`src/rtl/i2s_pkg.sv`:
```
// Shared constants for the I2S receiver: default widths and the channel encoding
// carried by LRCK.
package i2s_pkg;

    localparam int unsigned I2S_DATA_W      = 24;
    localparam int unsigned I2S_SYNC_STAGES = 2;

    typedef enum logic {
        CH_LEFT  = 1'b0,
        CH_RIGHT = 1'b1
    } ch_e;

endpackage

```
`src/rtl/i2s_sync_edge.sv`:
```
// Multi-stage synchronizer for one asynchronous input, with a rising-edge strobe
// derived from one extra delayed copy of the synchronized level. STAGES must be >= 2.
module i2s_sync_edge
    import i2s_pkg::*;
#(
    parameter int unsigned STAGES = I2S_SYNC_STAGES
) (
    input  logic clk_i,
    input  logic rst_ni,
    input  logic d_i,
    output logic q_o,
    output logic rise_o
);

    logic [STAGES-1:0] sync_q;
    logic              dly_q;

    always_ff @(posedge clk_i or negedge rst_ni) begin
        if (!rst_ni) begin
            sync_q <= '0;
            dly_q  <= 1'b0;
        end else begin
            sync_q <= {sync_q[STAGES-2:0], d_i};
            dly_q  <= sync_q[STAGES-1];
        end
    end

    assign q_o    = sync_q[STAGES-1];
    assign rise_o = sync_q[STAGES-1] & ~dly_q;

endmodule

```
`src/rtl/i2s_1.sv`:
```
// I2S receiver: oversamples BCK/LRCK/SD, shifts in MSB-first words and publishes
// each completed word, left-aligned, on its channel output with a one-cycle strobe.
module i2s_1
    import i2s_pkg::*;
#(
    parameter int unsigned DATA_W      = I2S_DATA_W,
    parameter int unsigned SYNC_STAGES = I2S_SYNC_STAGES
) (
    input  logic              iSysClk,
    input  logic              iRst_n,
    input  logic              iBCK,
    input  logic              iLRCK,
    input  logic              iDataIn,
    output logic              oStrobeL,
    output logic              oStrobeR,
    output logic [DATA_W-1:0] oDataL,
    output logic [DATA_W-1:0] oDataR
);

    localparam int unsigned       CNT_W    = $clog2(DATA_W + 1);
    localparam logic [CNT_W-1:0]  CNT_FULL = CNT_W'(DATA_W);
    localparam logic [DATA_W-1:0] MSB_ONE  = {1'b1, {(DATA_W-1){1'b0}}};

    logic bck_rise, lr_s, d_s;
    logic unused_bck_lvl, unused_lr_rise, unused_d_rise;

    i2s_sync_edge #(.STAGES(SYNC_STAGES)) u_sync_bck (
        .clk_i (iSysClk), .rst_ni(iRst_n), .d_i(iBCK),
        .q_o   (unused_bck_lvl), .rise_o(bck_rise)
    );
    i2s_sync_edge #(.STAGES(SYNC_STAGES)) u_sync_lr (
        .clk_i (iSysClk), .rst_ni(iRst_n), .d_i(iLRCK),
        .q_o   (lr_s), .rise_o(unused_lr_rise)
    );
    i2s_sync_edge #(.STAGES(SYNC_STAGES)) u_sync_d (
        .clk_i (iSysClk), .rst_ni(iRst_n), .d_i(iDataIn),
        .q_o   (d_s), .rise_o(unused_d_rise)
    );

    logic [DATA_W-1:0] word_q, word_d;
    logic [CNT_W-1:0]  cnt_q, cnt_d;
    ch_e               lr_prev_q, lr_prev_d;
    logic              aligned_q, aligned_d;
    logic [DATA_W-1:0] data_l_q, data_l_d, data_r_q, data_r_d;
    logic              stb_l_q, stb_l_d, stb_r_q, stb_r_d;

    always_comb begin
        word_d    = word_q;
        cnt_d     = cnt_q;
        lr_prev_d = lr_prev_q;
        aligned_d = aligned_q;
        data_l_d  = data_l_q;
        data_r_d  = data_r_q;
        stb_l_d   = 1'b0;
        stb_r_d   = 1'b0;
        if (bck_rise) begin
            // The bit sampled on the LRCK-transition rise is the LSB of the ending word,
            // so it is appended before the word is published and cleared.
            if (cnt_q < CNT_FULL) begin
                if (d_s) word_d = word_q | (MSB_ONE >> cnt_q);
                cnt_d = cnt_q + 1'b1;
            end
            if (ch_e'(lr_s) != lr_prev_q) begin
                if (aligned_q) begin
                    if (lr_prev_q == CH_LEFT) begin
                        data_l_d = word_d;
                        stb_l_d  = 1'b1;
                    end else begin
                        data_r_d = word_d;
                        stb_r_d  = 1'b1;
                    end
                end
                word_d    = '0;
                cnt_d     = '0;
                aligned_d = 1'b1;
                lr_prev_d = ch_e'(lr_s);
            end
        end
    end

    always_ff @(posedge iSysClk or negedge iRst_n) begin
        if (!iRst_n) begin
            word_q    <= '0;
            cnt_q     <= '0;
            lr_prev_q <= CH_LEFT;
            aligned_q <= 1'b0;
            data_l_q  <= '0;
            data_r_q  <= '0;
            stb_l_q   <= 1'b0;
            stb_r_q   <= 1'b0;
        end else begin
            word_q    <= word_d;
            cnt_q     <= cnt_d;
            lr_prev_q <= lr_prev_d;
            aligned_q <= aligned_d;
            data_l_q  <= data_l_d;
            data_r_q  <= data_r_d;
            stb_l_q   <= stb_l_d;
            stb_r_q   <= stb_r_d;
        end
    end

    assign oStrobeL = stb_l_q;
    assign oStrobeR = stb_r_q;
    assign oDataL   = data_l_q;
    assign oDataR   = data_r_q;

endmodule

```
`config.mk`:
```
export PLATFORM = sky130hd
export DESIGN_NAME = i2s_1
export DESIGN_NICKNAME = d
export VERILOG_FILES = /design/src/rtl/i2s_pkg.sv /design/src/rtl/i2s_sync_edge.sv /design/src/rtl/i2s_1.sv
export SDC_FILE = /design/constraint.sdc
export NUM_CORES = 1
export LEC_CHECK = 0
export BUFFER_PORTS_ARGS = -buffer_cell sky130_fd_sc_hd__clkbuf_2
export CAP_MARGIN = 20
export CORE_MARGIN = 1
export CORE_UTILIZATION = 61
export DETAILED_ROUTE_END_ITERATION = 10
export GPL_TIMING_DRIVEN = 0
export PLACE_DENSITY = 0.83
export SLEW_MARGIN = 20
export SYNTH_ARGS = -nofsm -noshare
export SYNTH_HDL_FRONTEND = slang
export SYNTH_SLANG_ARGS = --single-unit
```
`constraint.sdc`:
```
create_clock -name iSysClk -period 4.2 [get_ports iSysClk]
set_clock_uncertainty 0.15 [all_clocks]
set_input_delay 0.21 -clock iSysClk [delete_from_list [all_inputs] [get_ports iSysClk]]
set_output_delay 0.21 -clock iSysClk [all_outputs]
set_load 0.01 [all_outputs]
```
==> results of run 1 <==
flip-flops by register name (all words and copies together), names as in the netlist, 2 cells and up:
name,count
oDataR,24
u_sync_bck.sync_q,2
cnt_q,5
oDataL,24
u_sync_d.sync_q,2
u_sync_lr.sync_q,2
word_q,24
power by group:
part	total (mW)	internal, mW	switching, mW
registers	1.17	1.04	0.130
logic	0.693	0.276	0.417
clock network	0.503	0.209	0.293
total	2.37	1.53	0.841
metal layers:
metal | vias up | GRT usage | share of wire
met3 | 14 | 0.05114 | 0.055
met1 | 1421 | 0.3856 | 0.44
met5 | - | 0 | 0
met4 | 0 | 0.1179 | 0.017
met2 | 122 | 0.4701 | 0.49
li1 | 1347 | - | -
per-stage QoR:
| step | power (mW) | setup WS, ps | instances |
|---|---|---|---|
| 2_1_floorplan | 1.580 | 2664 | 340 |
| 3_3_place_gp | 1.830 | 1875 | 469 |
| 3_5_place_dp | 1.874 | 2412 | 469 |
| 4_1_cts | 2.376 | 2388 | 488 |
| 5_1_grt | 2.512 | 2268 | 488 |
| 6_report | 2.370 | 2369 | 488 |
worst max-delay path: cells and delay by family, from the launching register on:
| family | cells | cell delay, ps |
|---|---|---|
| AOI/OAI and AO/OA | 2 | 470 |
| adders and majority gates | 1 | 190 |
| buffers and inverters | 2 | 320 |
| DFF | 1 | 420 |
| and+or+nand+nor | 1 | 170 |
final cells by class:
cell class / instances / area (um2)
Multi-Input combinational cell: 215 / 1281
Sequential cell: 88 / 2202
Inverter: 4 / 15.01
Fill cell: 412 / 1624
Buffer: 33 / 225.2
Clock inverter: 6 / 36.28
Clock buffer: 9 / 123.9
Timing Repair Buffer: 58 / 319.1
Tap cell: 75 / 93.84
cell usage after synthesis, drive strengths merged, types with 3 or more instances:
cell and count:
and3b 5, ha 6, nand2 7, and2 3, a31oi 23, dfrtp 88, nor2 26, inv 4
a21oi 125, clkbuf 6, buf 27, nor2b 4, and3 3
how the worst max path moves through the flow:
| stage | end |
|---|---|
| after floorplan | oDataL[19] |
| after global placement | oDataL[11] |
| after detailed placement | oDataR[21] |
| after CTS | oDataR[21] |
| after global routing | oDataR[5] |
| final | oDataR[2] |
cell families (layout without fill, tap and decap cells):
group                      after synthesis  after routing  synth area share
AOI/OAI and AO/OA                      152            152            0.2372
adders and majority gates                6              6           0.02016
buffers and inverters                   37            110           0.06451
and+or+nand+nor                         56             56           0.08233
xor gates and xnor gates                 1              1          0.004369
DFF                                     88             88            0.5914
==> out/qor.csv, run 1 <==
metric,value,unit
Post-synth ARST share,1.000,
synth warn,0,
sequential share of the synthesized area,0.5914,
number of endpoints failing setup at the final stage,0,
"Largest stage delay, worst path",420,ps
"CTS clk-pin slew, worst paths",90,ps
Post-synth EDFFs,0,
Post-Syn Nets,351,
Synth top area share,0.5914,
core area,5921,um2
final instance area,4297,um2
critical path's slowest cell,dfrtp_1,
GP Congestion,0.8324,
Hold Path Sink,u_sync_lr.sync_q[1],
Starting Density,0.6289,
Area contributors post-synth,"dfrtp_1 (59%), a21oi_1 (14%), a21oi_2 (5.2%)",
grt ovf,0,
Final #Nets,420,
num ports,55,
post-synth top area cell,dfrtp_1,
first-pass iteration count of the detailed router,4,
CP Capture Type,flop,
period utilization,0.4360,
Yosys reg bits,88,
CP Launch Type,flop,
final hold vios,0,
Crit Path Max Fanout,6,
final core utilization,0.7257,
row count,28,
DRC viols,0,
initial antenna violation count,0,
Slew @ Worst Pin,697.5,ps
vias in the first global route,2699,
Final ANT Viol Nets,0,
CP Class,reg2reg,
Area after DPL,4096,um2
final wirelength,8535,um
CTS tree,done,
Min-Delay Path Class,reg2reg,
Worst slew margin,0.5350,
most frequent cells in the layout,"a21oi_1 (103), dfrtp_1 (88), clkbuf_2 (53), nor2_1 (25), a31oi_1 (23)",
Power Dens Cells,551.7,nW/um2
Layout area overhead,15.39,%
worst reg-to-reg path cell count,6,
Static Leak,2.054,nW
Routed WL per cell,17.49,um
layout cells sized above 1,0.3027,
Worst EP required,4290,ps
CTS root buf,clkbuf_8,
Die Wd,80.13,um
Max Slew Vio Count,0,
critical path startpoint,cnt_q[1],
CTS Buf Count,9,
Die ar.,6421,um2
Worst VDD drop,0.0003983,V
"Primary FF master, synth",dfrtp_1,
"Hold-fix buffers, CTS",4,
worst skew pair latency,350,ps
DP HPWL,5837,um
status,completed,
Via-to-Cell Ratio,5.951,
Crit path top cell by count,a21oi_1,
post_cts resized,0,
synthesized area,3724,um2
Die H,80.13,um
CTS Sinks,88,
RSZ-0062 raised after global routing,false,
average instance area after synthesis,10.95,um2
Crit path arrival time,1920,ps
clock buffer depth,2,
R2R Setup Slk,2370,ps
Max Fclk,546.0,MHz
htree depth,3,
Post-CTS Setup Bufs,0,
I/O Buffers,54,
CP Cell Sequence,"inv_1, ha_1, and3_1, clkbuf_1, a21oi_1, a21oi_1",
total track usage,0.2892,
WHS Path Cells,0,
"commonest non-fill, non-tap cell in the layout",a21oi_1,
# diodes,0,
worst reg2reg path startpoint,cnt_q[1],
final setup TNS,0,ps
worst hold margin,200.9,ps
fin crit period,1831,ps
largest net degree at the start of global routing,89,
first-pass GRT wire length,13650,um
max cap viols,0,
post-synth cell types,30,
Vias,2904,
worst hold start,u_sync_lr.sync_q[0],
1st-iter DRT viols,244,
post-synthesis cell count,340,
r2r endpoint,oDataR[2],
No activity file was read; power rests on OpenSTA's default activity.
==> run 2, diff against run 1 <==
--- a/config.mk
+++ b/config.mk
@@ -8,10 +8,10 @@
 export BUFFER_PORTS_ARGS = -buffer_cell sky130_fd_sc_hd__clkbuf_2
 export CAP_MARGIN = 20
 export CORE_MARGIN = 1
-export CORE_UTILIZATION = 61
+export CORE_UTILIZATION = 51
 export DETAILED_ROUTE_END_ITERATION = 10
 export GPL_TIMING_DRIVEN = 0
-export PLACE_DENSITY = 0.83
+export PLACE_DENSITY = 0.74
 export SLEW_MARGIN = 20
 export SYNTH_ARGS = -nofsm -noshare
 export SYNTH_HDL_FRONTEND = slang
==> constraint.sdc (replaced) <==
create_clock -name iSysClk -period 1.6 [get_ports iSysClk]
set_clock_uncertainty 0.15 [all_clocks]
set_input_delay 0.08 -clock iSysClk [delete_from_list [all_inputs] [get_ports iSysClk]]
set_output_delay 0.08 -clock iSysClk [all_outputs]
set_load 0.01 [all_outputs]
==> run 2 against run 1 <==
Sequential power rose to 2.7 times the previous value. Worst setup slack worse by 2400 ps. First-iteration DRC count is 19% lower. Sequential share of layout area fell by 3.4 points. Die area rose by 19%. Count of clock-buffer cells in the layout grew 3. Cell count increased by 3.9%. Combinational power grew to 2.8 times the previous value. Core utilization shrank 5.9 points. Critical path depth decreased by 1.
==> out/qor.csv, run 2 (synthesis results as in run 1) <==
metric,value,unit
number of endpoints failing setup at the final stage,0,
final wirelength,8507,um
Routed WL per cell,16.78,um
Slew @ Worst Pin,682.3,ps
GP Congestion,0.8188,
filler cell count,560,
# diodes,0,
Power Dens Cells,1435,nW/um2
final core utilization,0.6670,
I/O Buffers,54,
DP HPWL,5770,um
num ports,55,
Crit Path Max Fanout,6,
Area after DPL,4123,um2
Final ANT Viol Nets,0,
Crit path arrival time,1670,ps
most frequent cells in the layout,"dfrtp_1 (86), a21oi_1 (76), clkbuf_2 (54), a21oi_2 (43), nor2_1 (24)",
Static Leak,2.108,nW
Final #Nets,417,
clock buffer depth,2,
CTS tree,done,
Worst slew margin,0.5451,
PnR Total Power,6.612,mW
Vias,2809,
placed cells,490,
status,completed,
CP Capture Type,flop,
period utilization,0.9917,
layout cells sized above 1,0.4161,
max cap viols,0,
vias in the first global route,2791,
Non-Filler Instances,507,
Starting Density,0.5391,
DRC viols,0,
row count,30,
Worst VDD drop,0.0006286,V
Max Fclk,630.2,MHz
Die ar.,7647,um2
CTS Buf Count,9,
core area,6907,um2
CP Launch Type,flop,
final setup TNS,0,ps
RSZ-0062 raised after global routing,true,
Die H,87.45,um
critical path startpoint,cnt_q[1],
Min-Delay Path Class,in2async,
first-pass GRT wire length,13880,um
R2R Setup Slk,10,ps
final instance area,4607,um2
CTS root buf,clkbuf_8,
Worst EP required,1680,ps
r2r endpoint,oDataR[22],
Via-to-Cell Ratio,5.540,
1st-iter DRT viols,198,
first-pass iteration count of the detailed router,4,
largest net degree at the start of global routing,89,
final hold vios,0,
CTS Sinks,88,
Layout area overhead,23.72,%
worst reg-to-reg path cell count,5,
total track usage,0.2426,
"commonest non-fill, non-tap cell in the layout",dfrtp_1,
grt ovf,0,
CP Class,reg2reg,
"CTS clk-pin slew, worst paths",80,ps
Max Slew Vio Count,0,
worst skew pair latency,350,ps
fin crit period,1587,ps
Die Wd,87.45,um
initial antenna violation count,0,
worst setup path end,oDataR[22],
htree depth,3,
worst reg2reg path startpoint,cnt_q[1],
[run 2: how the worst min path moves through the flow]
| stage | slack (ps) | cells after the start | endpoint |
|---|---|---|---|
| after floorplan | -370 | 0 | aligned_q |
| after global placement | 40 | 1 | u_sync_lr.sync_q[0] |
| after detailed placement | 30 | 1 | oDataR[22] |
| after CTS | 210 | 0 | u_sync_lr.sync_q[1] |
| after global routing | 210 | 0 | u_sync_bck.sync_q[1] |
| final | 190 | 2 | oDataL[21] |
[run 2: routing by layer]
metal	vias to the layer above	share of wire	GRT usage
met5	-	0	0
met4	0	0.013	0.09836
met3	11	0.039	0.04076
met2	68	0.49	0.4013
met1	1398	0.45	0.3183
li1	1332	-	-
[run 2: final cells by class]
| type | instances | area, um2 | area share |
|---|---|---|---|
| Sequential cell | 88 | 2205 | 0.4785 |
| Multi-Input combinational cell | 215 | 1481 | 0.3216 |
| Timing Repair Buffer | 60 | 346.6 | 0.07523 |
| Buffer | 28 | 232.7 | 0.05052 |
| Clock buffer | 12 | 155.1 | 0.03368 |
| Tap cell | 96 | 120.1 | 0.02607 |
| Clock inverter | 4 | 51.30 | 0.01114 |
| Inverter | 4 | 15.01 | 0.003259 |
[run 2: stage by stage]
stage          setup WS (ps)  hold slack, ps
2_1_floorplan          64.18          -365.6
3_3_place_gp          -616.3           38.16
3_5_place_dp          -196.9           32.12
4_1_cts               -43.66           205.5
5_1_grt               -33.51           211.9
6_report               13.20           188.4
[run 2: repair_timing]
item	4_1_cts	5_1_grt
pin swaps	3	3
buffers inserted	0	2
endpoints found under the setup margin	54	71
resized for setup	30	33
hold endpoints to repair	91	0
hold buffers	4	0
[run 2: critical path: stages, from the launching register on]
cell and delay, ps:
dfrtp_1 420, inv_1 100, ha_1 200, and3b_2 290, a21oi_2 240, a21oi_2 80
[run 2: report_power, final]
part           switching [mW]  internal (mW)
sequential              0.364           2.74
combinational            1.13          0.799
clock                   0.768          0.812
